## src/rtl/decade_step_ctrl_pkg.sv

```systemverilog
// decade_ctrl_pkg: shared types, constants and helpers for the decade step controller
//  state_t    controller FSM states
//  DIR_UP/DIR_DOWN, DIGIT_MAX, sat_digit() clamps a preload value into 0..9
package decade_ctrl_pkg;
  typedef enum logic [1:0] {IDLE, RUN, PAUSE, DONE} state_t;
  localparam logic DIR_UP = 1'b0;
  localparam logic DIR_DOWN = 1'b1;
  localparam logic [3:0] DIGIT_MAX = 4'd9;
  function automatic logic [3:0] sat_digit(input logic [3:0] v);
    return v > DIGIT_MAX ? DIGIT_MAX : v;
  endfunction
endpackage

```

## src/rtl/decade_step_ctrl_if.sv

```systemverilog
// decade_step_ctrl_if: command valid/ready channel between host and decade_step_ctrl
//  cmd_valid/cmd_ready handshake, cmd_dir (0 up, 1 down), cmd_steps, cmd_load, cmd_load_val
//  master = host side, slave = controller side
interface decade_step_ctrl_if #(parameter int STEP_W = 8);
  logic cmd_valid;
  logic cmd_ready;
  logic cmd_dir;
  logic [STEP_W-1:0] cmd_steps;
  logic cmd_load;
  logic [3:0] cmd_load_val;
  modport master(output cmd_valid, cmd_dir, cmd_steps, cmd_load, cmd_load_val, input cmd_ready);
  modport slave(input cmd_valid, cmd_dir, cmd_steps, cmd_load, cmd_load_val, output cmd_ready);
endinterface

```

## src/rtl/mod10_updown_cell.sv

```systemverilog
// mod10_updown_cell: mod-10 up/down digit register with preload and wrap carry
//  clk, reset (async, active-high); en steps once, dir 0 up / 1 down
//  load/load_val preload the digit (load_val already saturated); q digit, c one-cycle wrap pulse
module mod10_updown_cell
  import decade_ctrl_pkg::*;
(
  input  logic       clk,
  input  logic       reset,
  input  logic       en,
  input  logic       dir,
  input  logic       load,
  input  logic [3:0] load_val,
  output logic [3:0] q,
  output logic       c
);
  logic wrap;
  assign wrap = dir == DIR_DOWN ? q == 4'd0 : q == DIGIT_MAX;
  always_ff @(posedge clk or posedge reset)
    if (reset) begin
      q <= 4'd0;
      c <= 1'b0;
    end else begin
      c <= en & wrap;
      if (load) q <= load_val;
      else if (en) q <= dir == DIR_DOWN ? (wrap ? DIGIT_MAX : q - 4'd1) : (wrap ? 4'd0 : q + 4'd1);
    end
endmodule

```

## src/rtl/decade_step_ctrl.sv

```systemverilog
// decade_step_ctrl: command-driven sequencer stepping a mod-10 up/down digit at a programmable rate
//  clk, reset (async, active-high); cmd = command channel (slave modport, cmd_ready decoded from state)
//  pause/abort levels; q digit, c wrap pulse, busy in RUN/PAUSE, done one-cycle completion pulse
//  wrap_cnt (8-bit wrap counter) present only when DECADE_WRAP_CNT_EN is defined
module decade_step_ctrl
  import decade_ctrl_pkg::*;
#(
  parameter int STEP_W = 8,
  parameter int TICK_DIV = 1
) (
  input  logic                clk,
  input  logic                reset,
  decade_step_ctrl_if.slave   cmd,
  input  logic                pause,
  input  logic                abort,
  output logic [3:0]          q,
  output logic                c,
  output logic                busy,
  output logic                done
`ifdef DECADE_WRAP_CNT_EN
  ,
  output logic [7:0]          wrap_cnt
`endif
);
  localparam int PW = TICK_DIV > 1 ? $clog2(TICK_DIV) : 1;
  state_t state;
  logic [PW-1:0] presc;
  logic [STEP_W-1:0] remaining;
  logic dir_r, accept, active, tick;
  assign cmd.cmd_ready = state == IDLE;
  assign accept = state == IDLE && cmd.cmd_valid;
  // abort outranks pause, which outranks the prescaler; leaving PAUSE counts on the same edge
  assign active = (state == RUN || state == PAUSE) && !abort && !pause;
  assign tick = active && presc == PW'(TICK_DIV - 1);
  mod10_updown_cell u_cell (
    .clk(clk),
    .reset(reset),
    .en(tick),
    .dir(dir_r),
    .load(accept && cmd.cmd_load),
    .load_val(sat_digit(cmd.cmd_load_val)),
    .q(q),
    .c(c)
  );
  always_ff @(posedge clk or posedge reset)
    if (reset) begin
      state <= IDLE;
      presc <= '0;
      remaining <= '0;
      dir_r <= DIR_UP;
      busy <= 1'b0;
      done <= 1'b0;
    end else begin
      done <= 1'b0;
      unique case (state)
        IDLE:
          if (cmd.cmd_valid) begin
            dir_r <= cmd.cmd_dir;
            remaining <= cmd.cmd_steps;
            presc <= '0;
            state <= cmd.cmd_steps == '0 ? DONE : RUN;
            busy <= cmd.cmd_steps != '0;
            done <= cmd.cmd_steps == '0;
          end
        RUN, PAUSE:
          if (abort) begin
            state <= DONE;
            busy <= 1'b0;
            done <= 1'b1;
          end else if (pause) state <= PAUSE;
          else if (tick) begin
            presc <= '0;
            remaining <= remaining - STEP_W'(1);
            state <= remaining == STEP_W'(1) ? DONE : RUN;
            busy <= remaining != STEP_W'(1);
            done <= remaining == STEP_W'(1);
          end else begin
            presc <= presc + PW'(1);
            state <= RUN;
          end
        DONE: state <= IDLE;
      endcase
    end
`ifdef DECADE_WRAP_CNT_EN
  always_ff @(posedge clk or posedge reset)
    if (reset) wrap_cnt <= 8'd0;
    else if (c) wrap_cnt <= wrap_cnt + 8'd1;
`endif
endmodule
```

## src/flat_wrapper.sv

```systemverilog
// flat-port wrapper written by rule: the top's interface ports become plain ports
module decade_step_ctrl_flat import decade_ctrl_pkg::*;
#(
  parameter int STEP_W = 8,
  parameter int TICK_DIV = 1
)
  (clk, reset, pause, abort, q, c, busy, done, cmd_cmd_valid, cmd_cmd_dir, cmd_cmd_steps, cmd_cmd_load, cmd_cmd_load_val, cmd_cmd_ready);
  decade_step_ctrl_if #(.STEP_W(STEP_W)) cmd_i ();
  input  logic clk;
  input  logic reset;
  input  logic pause;
  input  logic abort;
  output logic [3:0] q;
  output logic c;
  output logic busy;
  output logic done;
  input wire logic [$bits(cmd_i.cmd_valid)-1:0] cmd_cmd_valid;
  input wire logic [$bits(cmd_i.cmd_dir)-1:0] cmd_cmd_dir;
  input wire logic [$bits(cmd_i.cmd_steps)-1:0] cmd_cmd_steps;
  input wire logic [$bits(cmd_i.cmd_load)-1:0] cmd_cmd_load;
  input wire logic [$bits(cmd_i.cmd_load_val)-1:0] cmd_cmd_load_val;
  output wire logic [$bits(cmd_i.cmd_ready)-1:0] cmd_cmd_ready;
  assign cmd_i.cmd_valid = cmd_cmd_valid;
  assign cmd_i.cmd_dir = cmd_cmd_dir;
  assign cmd_i.cmd_steps = cmd_cmd_steps;
  assign cmd_i.cmd_load = cmd_cmd_load;
  assign cmd_i.cmd_load_val = cmd_cmd_load_val;
  assign cmd_cmd_ready = cmd_i.cmd_ready;
  decade_step_ctrl #(.STEP_W(STEP_W), .TICK_DIV(TICK_DIV)) u_core (.clk(clk), .reset(reset), .cmd(cmd_i), .pause(pause), .abort(abort), .q(q), .c(c), .busy(busy), .done(done));
endmodule
```

## config.mk

```make
export PLATFORM = sky130hd
export DESIGN_NAME = decade_step_ctrl_flat
export DESIGN_NICKNAME = d
export VERILOG_FILES = /design/src/rtl/decade_step_ctrl_pkg.sv /design/src/rtl/decade_step_ctrl_if.sv /design/src/rtl/mod10_updown_cell.sv /design/src/rtl/decade_step_ctrl.sv /design/src/flat_wrapper.sv
export SDC_FILE = /design/constraint.sdc
export NUM_CORES = 1
export LEC_CHECK = 0
export BUFFER_PORTS_ARGS = -buffer_cell sky130_fd_sc_hd__buf_4
export CORE_MARGIN = 10
export CORE_UTILIZATION = 49
export DETAILED_ROUTE_END_ITERATION = 7
export PLACE_DENSITY = 0.75
export REMOVE_ABC_BUFFERS = 1
export SLEW_MARGIN = 0
export SYNTH_ARGS = -nofsm -noshare
export SYNTH_HDL_FRONTEND = slang
export SYNTH_SLANG_ARGS = --single-unit
```

## constraint.sdc

```tcl
create_clock -name clk -period 2 [get_ports clk]
set_clock_uncertainty 0.05 [all_clocks]
set_input_delay 0.1 -clock clk [delete_from_list [all_inputs] [get_ports clk]]
set_output_delay 0.1 -clock clk [all_outputs]
set_load 0.02 [all_outputs]
```

Word-level counts from Yosys, hierarchy flattened
Cells that the tools add are included.
{"block": "word_totals", "regBits": 19, "output_inout_bits": 8, "wordCells": 80}
{"block": "op_classes", "add_sub_neg": 4, "n_lt_le_gt_ge": 1, "eq_ne": 12, "muxes": 34, "bitwise": 2, "reduce_logical": 19}
{"cell": "2-to-1 mux 8 bit", "count": 4}
{"cell": "2-to-1 mux 4 bit", "count": 6}
{"cell": "one-hot mux 8 bit (2 select lines)", "count": 1}
{"cell": "2-to-1 mux 1 bit", "count": 13}
{"cell": "2-to-1 mux 2 bit", "count": 6}
{"cell": "equality test 8 x 1 -> 1 bit, second input constant", "count": 1}
{"cell": "zero test 8 bit", "count": 1}
{"cell": "inequality test 2 bit, second input constant", "count": 4}
{"cell": "inequality test 8 x 1 -> 1 bit, second input constant", "count": 1}
{"cell": "AND reduction 4 bit", "count": 2}
{"cell": "nonzero test 8 bit", "count": 1}
{"cell": "subtractor 8 x 1 -> 8 bit, second input constant", "count": 1}
{"cell": "inequality test 3 bit, second input constant", "count": 2}
{"cell": "one-hot mux 1 bit (2 select lines)", "count": 3}
{"cell": "one-hot mux 2 bit (3 select lines)", "count": 1}
{"cell": "logical AND 1 bit", "count": 5}
{"cell": "AND reduction 5 bit", "count": 1}
{"cell": "adder 4 x 1 -> 4 bit, second input constant", "count": 1}
{"cell": "equality test 2 bit, second input constant", "count": 2}
{"cell": "equality test 4 bit, second input constant", "count": 1}
{"cell": "> comparator 4 bit, second input constant", "count": 1}
{"cell": "zero test 4 bit", "count": 1}
{"cell": "nonzero test 2 bit", "count": 2}
{"cell": "subtractor 4 x 1 -> 4 bit, second input constant", "count": 1}
{"cell": "9 further kinds", "count": 10}

Logic depth before layout (Yosys ltp)
Gate-level depths: netlist of run 1.
{"block": "depth", "depth_word": 9, "ltp_mapped": 7, "ltp_nobuf": 6}

Cells and area by module
From an unflattened synthesis of run 1, not the netlist that was laid out.
{"block": "unflattened", "cells_unflattened": 158, "hier_area_um2": 1403.8}
{"mod": "decade_step_ctrl", "n_inst": 1, "cells_each": 109, "area_each_um2": 958.4, "seq_area_each_um2": 350.3}
{"mod": "mod10_updown_cell", "n_inst": 1, "cells_each": 49, "area_each_um2": 445.4, "seq_area_each_um2": 125.1}

Worst setup path after synthesis of run 1
No wires, ideal clock.
{"block": "synth_path", "path_kind": "reg2reg", "from": "register u_core.state[0]", "to": "register u_core.u_cell.q[0]", "setup_time_ps": 135, "arrival_time_ps": 1695, "t_required_ps": 1815, "slack_ps": 120, "path_stages_with_launch": 7, "path_buffers": 0, "synth_period_minus_slack_ps": 1880, "cell_sequence": "dfrtp_1 inv_1 ha_1 inv_1 or4_1 a221oi_1 o22ai_1"}
{"block": "synth_via", "elab_chain_len": 6, "word_cells_on_any_way": 11, "classes_between": "eq/ne (2); mux (1); reduce/logical (8)"}
{"element": "start, declared", "line_no": "decade_step_ctrl.sv:26", "text": "state_t state;"}
{"element": "start signal, assigned", "line_no": "decade_step_ctrl.sv:61", "text": "state <= cmd.cmd_steps == '0 ? DONE : RUN;"}
{"element": "start signal, assigned", "line_no": "decade_step_ctrl.sv:74", "text": "state <= remaining == STEP_W'(1) ? DONE : RUN;"}
{"element": "equality test 2 x 1 -> 1 bit or equality test 2 bit (tied branches)", "line_no": "decade_step_ctrl.sv:33", "text": "assign active = (state == RUN || state == PAUSE) && !abort && !pause;"}
{"element": "logical OR 1 bit", "line_no": "decade_step_ctrl.sv:33"}
{"element": "logical AND 1 bit (2 in series)", "line_no": "decade_step_ctrl.sv:33"}
{"element": "logical AND 1 bit", "line_no": "decade_step_ctrl.sv:34", "text": "assign tick = active && presc == PW'(TICK_DIV - 1);"}
{"element": "nonzero test 2 bit (no line)"}
{"element": "end signal, assigned", "line_no": "mod10_updown_cell.sv:24", "text": "if (load) q <= load_val;"}
{"element": "end signal, assigned", "line_no": "mod10_updown_cell.sv:25", "text": "else if (en) q <= dir == DIR_DOWN ? (wrap ? DIGIT_MAX : q - 4'd1) : (wrap ? 4'd0 : q + 4'd1);"}
{"element": "end, declared", "line_no": "mod10_updown_cell.sv:13", "text": "output logic [3:0] q,"}
Several ways; a longest one is shown, not always the timed one.
A chain may end at the register's enable or synchronous reset.

Final worst setup path of run 1
{"block": "layout_path", "from": "register u_core.state[0]", "to": "register u_core.u_cell.q[3]"}
The elaborated chain is that of the path after synthesis.

==> flow_metrics.tcl, run 1 <==
set metrics [dict create \
    powerDensity_nw_per_um2 1580 \
    first_pass_iters 6 \
    cts.sinks 19 \
    arrival_ps 2030 \
    yosysUniqueCellTypes 49 \
    synth_top_area_share_pct 34.4 \
    maxSlewViolCount 0 \
    p_total_mw 2.71 \
    hold_slack_ps 12.9 \
    seq_power_share_pct 29.1 \
    overflow 0 \
    viasPerCell 6.11 \
    p_leak_nw 0.797 \
    max-clock-path-buffers 2 \
    power.share.clock_pct 6.9 \
    drive_gt1_share_pct 27.1 \
    combPwrFrac_pct 63.9 \
    insertion_delay_ps 290 \
    synth-main-ff-cell "dfrtp_1" \
    wl_per_cell_um 16.6 \
    syn_to_final_growth_pct 23.6 \
    core-area_um2 2730 \
    place.gp.congestion 0.860 \
    track_usage_pct 13.1 \
    hold_viol 0 \
    endpoint_kind "flop" \
    tns_ps 0 \
    fmax_mhz 526 \
    max_slew_margin_pct 52.3 \
    cts.htree.levels 1 \
    initial_core_util_pct 50.6 \
    die_w_um 73.1 \
    run_status "complete, no violations" \
    multi_input_area_um2 820 \
    timing.final.crit_share_pct 95.1 \
    synth_cells 155 \
    die_h_um 73.1 \
    ir_drop_uv 978 \
    grt_max_degree 20 \
    ant_nets 0 \
    synth.area.top_cells "dfrtp_1 (34%), ha_1 (8.1%), nor2_1 (4.3%), a21oi_1 (4.0%), o21ai_0 (4.0%)" \
    synth_area_per_cell_um2 8.93 \
    numPortBuffers 26 \
    clk_pin_slew_ps 100 \
    vias 1362 \
    drc 0 \
    numCtsBuffers 3 \
    swShare_pct 46.4 \
    cts_tree "built" \
    cap_violations 0 \
    dp.final_hpwl_um 2730 \
    ys_warn_count 0 \
    worst_pin_slew_ps 715 \
    antenna_found_initial 0 \
    p_sw_mw 1.26 \
    worst_path_max_delay_cell "or4_1" \
    synth_seq_cells 19 \
    synth_edf_count 0 \
    syn_area_um2 1380 \
    p_int_mw 1.45 \
    setup_viol 0 \
    cpMostUsedCell "inv_1" \
    critical_path_class "flop to flop" \
    max_stage_delay_ps 570 \
    crit_family "simple AND/OR/NAND/NOR gates" \
    nFillCells 232 \
    path_buf_inv 2 \
    io_pins 27 \
    rows 19 \
    drtIter0Drc 124 \
    start_kind "flop" \
    register_area_um2 475 \
    hold_class "primary input to flop" \
    diodes 0 \
    die_area_um2 5350 \
    grt_pass1_vias 1256 \
    grt_pass1_wl_um 5740 \
    cp_cell_sequence "inv_1 > ha_1 > inv_1 > or4_1 > a31oi_1 > o21ai_0" \
    required_ps 2130 \
    routed_wl_um 3690 \
    async_reset_ff_share_pct 100 \
    ys_seq_area_share_pct 34.4 \
    final_nets 221 \
    min_period_ps 1900 \
    yosysTopAreaCell "dfrtp_1" \
    ctsRootBufferMaster "clkbuf_4" \
    worstPathMaxFanout 4 \
]
through the flow:
step	setup slack (ps)	cells	area (µm²)	util, %
after global routing	-10.4	223	1710	62.6
after detailed placement	72.5	213	1620	59.4
after floorplan	-152	149	1340	-
after CTS	56.2	219	1670	61.1
after global placement	142	213	1620	59.4
final	98.6	223	1710	62.6
cell usage after synthesis, types with 2 or more instances:
library cell and count:
nor2_1 16, a21oi_1 11, o21ai_0 11, inv_1 13, buf_6 2, or4_1 4
o31ai_1 2, ha_1 9, dfrtp_1 19, clkbuf_1 3, a31oi_1 4, nor2b_1 2
a221oi_1 2, nand3b_1 3, o22ai_1 3, a211oi_1 2, mux2_2 4, nand2_1 8
o22a_1 2, a21o_1 2, a22oi_1 2, nor3_1 3, or3_1 2
worst paths after layout:
| kind | from | to | slack [ps] | cells after the start |
|---|---|---|---|---|
| min in group asynchronous | reset | u_core.remaining[0]$_DFFE_PP0P_ | 430 | 3 |
| worst max-delay path | u_core.state[0]$_DFFE_PP0N_ | u_core.u_cell.q[3]$_DFFE_PP0P_ | 100 | 6 |
| worst min register to register | u_core.busy$_DFFE_PP0P_ | u_core.busy$_DFFE_PP0P_ | 480 | 1 |
| worst min-delay path | cmd_cmd_load_val[1] | u_core.u_cell.q[1]$_DFFE_PP0P_ | 10 | 3 |
| max in group asynchronous | reset | u_core.remaining[5]$_DFFE_PP0P_ | 1010 | 3 |
| worst max register to register | u_core.state[0]$_DFFE_PP0N_ | u_core.u_cell.q[3]$_DFFE_PP0P_ | 100 | 6 |
area by class of cell:
type	count	share of cell area (%)
clock buffers	4	1.54
multi-input cells	117	47.9
inverters	13	2.85
repair buffers	39	17.6
flip-flops and latches	19	27.8
well taps	31	2.27
placed cells by master (no fill, tap or decap), types with 2 or more instances in the layout:
master	instances
ha_1	9
inv_1	13
a21oi_1	11
dlygate4sd3_1	2
or3_1	2
dfrtp_1	19
o22ai_1	3
nor2_1	16
or4_1	4
a211oi_1	2
nand3b_1	3
o31ai_1	2
nor3_1	3
a31oi_1	4
o22a_1	2
nor2b_1	2
o21ai_0	11
a21o_1	2
clkbuf_4	3
buf_4	36
mux2_2	4
a22oi_1	2
nand2_1	8
routing by layer:
layer	share of wire, %	GRT usage, %
met2	47	20.3
met1	41	16.8
met4	1.3	3.80
met5	0	0
met3	9.8	4.22
flip-flops by register name, indices dropped and copies added, names as in the netlist:
register,flops
u_core.u_cell.c,1
u_core.presc,1
u_core.done,1
u_core.state,2
u_core.u_cell.q,4
u_core.dir_r,1
u_core.busy,1
u_core.remaining,8
cells by family after synthesis:
family / count (synthesis) / synth area share [%]
adder cells (fa/ha/maj): 9 / 8.14
AO/OA/AOI/OAI: 51 / 24.2
buffers and inverters: 19 / 6.96
multiplexers: 5 / 3.98
flip-flops: 19 / 34.4
XOR/XNOR: 1 / 0.633
AND/OR/NAND/NOR: 51 / 21.7
worst register-to-register path: stages (launching register included):
cell     delay [ps]
dfrtp_1         420
inv_1            70
ha_1            310
inv_1            60
or4_1           570
a31oi_1         220
o21ai_0         110
what timing repair did:
item,CTS,global route
setup endpoints to repair,0,5
hold buffers,2,0
buffers inserted,0,4
resized for setup,0,3
hold endpoints to repair,20,0
power groups by stage:
stage | Sequential (mW) | Combinational (mW) | Clock [mW]
2_1_floorplan | 0.810 | 1.02 | 0
3_3_place_gp | 0.772 | 1.52 | 0
3_5_place_dp | 0.791 | 1.58 | 0
4_1_cts | 0.781 | 1.59 | 0.196
5_1_grt | 0.811 | 1.91 | 0.215
6_report | 0.789 | 1.73 | 0.188
No activity file was read; power rests on OpenSTA's default activity.
==> run 2: changes to the inputs <==
--- a/config.mk
+++ b/config.mk
@@ -9,6 +9,7 @@
 export CORE_MARGIN = 10
 export CORE_UTILIZATION = 49
 export DETAILED_ROUTE_END_ITERATION = 7
+export GPL_TIMING_DRIVEN = 0
 export PLACE_DENSITY = 0.75
 export REMOVE_ABC_BUFFERS = 1
 export SLEW_MARGIN = 0
==> run 2 against run 1 <==
- final cell count fell by 1.8%
- highest routed layer unchanged
- final area down 0.29%
- critical endpoint is now u_core.u_cell.q[2]$_DFFE_PP0P_
- via count decreased by 2.8%
- worst hold slack gained 8.5 ps
- total power down 0.67%
- largest power group unchanged
- sequential power barely moved
- count of clock-buffer cells in the layout unchanged
- wire length fell by 4.5%
==> flow_metrics.tcl, run 2 (synthesis gave the netlist of run 1 again) <==
set metrics [dict create \
    die_area_um2 5350 \
    power.share.clock_pct 7.3 \
    largest_reg_flops 8 \
    cts.sinks 19 \
    insertion_delay_ps 300 \
    ant_nets 0 \
    worst_pin_slew_ps 758 \
    cts.htree.levels 1 \
    ir_drop_uv 1010 \
    powerDensity_nw_per_um2 1580 \
    grt_max_degree 20 \
    vias 1324 \
    regMostFlops "u_core.remaining" \
    grt_pass1_wl_um 5860 \
    timing.final.crit_share_pct 96.8 \
    layout_common_cells "buf_4 (33), dfrtp_1 (18), nor2_1 (16)" \
    syn_to_final_growth_pct 23.2 \
    ctsRootBufferMaster "clkbuf_4" \
    setup_viol 0 \
    hold_class "primary input to flop" \
    rows 19 \
    die_w_um 73.1 \
    run_status "complete, no violations" \
    drtIter0Drc 122 \
    critical_path_class "flop to flop" \
    antenna_found_initial 0 \
    swShare_pct 46.5 \
    io_pins 27 \
    final_common_cell "buf_4" \
    drive_gt1_share_pct 27.7 \
    track_usage_pct 13.2 \
    start_kind "flop" \
    seq_power_share_pct 29.2 \
    place_inst 206 \
    core-area_um2 2730 \
    clk_pin_slew_ps 100 \
    diodes 0 \
    routed_wl_um 3530 \
    viasPerCell 6.05 \
    postLayoutCoreUtil_pct 62.4 \
    required_ps 2180 \
    maxSlewViolCount 0 \
    wl_per_cell_um 16.1 \
    hold_viol 0 \
    p_int_mw 1.44 \
    min_period_ps 1940 \
    grt_pass1_vias 1285 \
    combPwrFrac_pct 63.5 \
    nFillCells 229 \
    place.gp.congestion 0.903 \
    max-clock-path-buffers 2 \
    first_pass_iters 4 \
    overflow 0 \
    endpoint_kind "flop" \
    final_nets 217 \
    numPortBuffers 26 \
    final_cells 219 \
    dp.final_hpwl_um 2510 \
    drc 0 \
    fmax_mhz 517 \
    reg_top3 "u_core.remaining: 8 flops, u_core.u_cell.q: 4 flops, u_core.state: 2 flops" \
    max_slew_margin_pct 49.0 \
    cts_tree "built" \
    arrival_ps 2110 \
    numCtsBuffers 3 \
    initial_core_util_pct 50.6 \
    hold_slack_ps 21.4 \
    grt_setup_unrepaired "yes" \
    p_leak_nw 0.771 \
    die_h_um 73.1 \
    cap_violations 0 \
    worstPathMaxFanout 7 \
    p_sw_mw 1.25 \
]
run 2: final timing paths:
check                                             from                         endpoint  slack [ps]  cells past startpoint
setup / recovery           u_core.state[0]$_DFFE_PP0N_   u_core.u_cell.q[2]$_DFFE_PP0P_          60                      6
hold / removal                     cmd_cmd_load_val[1]   u_core.u_cell.q[1]$_DFFE_PP0P_          20                      3
setup reg to reg           u_core.state[0]$_DFFE_PP0N_   u_core.u_cell.q[2]$_DFFE_PP0P_          60                      6
hold reg to reg                u_core.busy$_DFFE_PP0P_          u_core.busy$_DFFE_PP0P_         480                      1
max in group asynchronous                        reset         u_core.presc$_DFFE_PP0P_         960                      3
min in group asynchronous                        reset  u_core.remaining[0]$_DFFE_PP0P_         430                      3
run 2: routing by layer:
| layer | vias to the layer above | part of all wire [%] | track usage [%] |
|---|---|---|---|
| met5 | - | 0 | 0 |
| met4 | 0 | 0.26 | 3.38 |
| met3 | 2 | 6.7 | 4.63 |
| met2 | 50 | 50 | 21.2 |
| met1 | 635 | 43 | 16.3 |
| li1 | 637 | - | - |
run 2: what timing repair did:
item,4_1_cts,5_1_grt
hold buffers,2,0
setup endpoints to repair,6,8
endpoints found under the hold margin,20,0
gates resized for setup,3,5
pin swaps,1,0
setup buffers,3,4
run 2: worst max-delay path: stages (launching register included):
cell and delay (ps):
dfrtp_1 400, inv_1 90, ha_4 310, nor4b_4 360
nand2_1 130, or3b_1 360, a31oi_1 160
run 2: power groups by stage:
stage	Clock, mW	Sequential (mW)	Combinational (mW)
2_1_floorplan	0	0.810	1.02
3_3_place_gp	0	0.777	1.42
3_5_place_dp	0	0.791	1.47
4_1_cts	0.199	0.777	1.61
5_1_grt	0.219	0.818	1.89
6_report	0.196	0.787	1.71
run 2: area by class of cell:
type	instances	area (µm²)	area share [%]
sequential	19	477	28.0
tap	31	38.8	2.27
multi-input combinational	117	843	49.4
inverter	13	52.6	3.08
clock buffer	4	26.3	1.54
timing repair buffer	35	268	15.7
run 2: metrics by stage:
stage	TNS (ps)	area, µm²	setup WS, ps	power (mW)
after CTS	0	1660	6.34	2.59
after detailed placement	-1340	1570	-494	2.26
after global placement	-1210	1570	-477	2.20
after global routing	-59.8	1710	-47.1	2.92
final	0	1710	64.8	2.69
after floorplan	-223	1340	-152	1.83
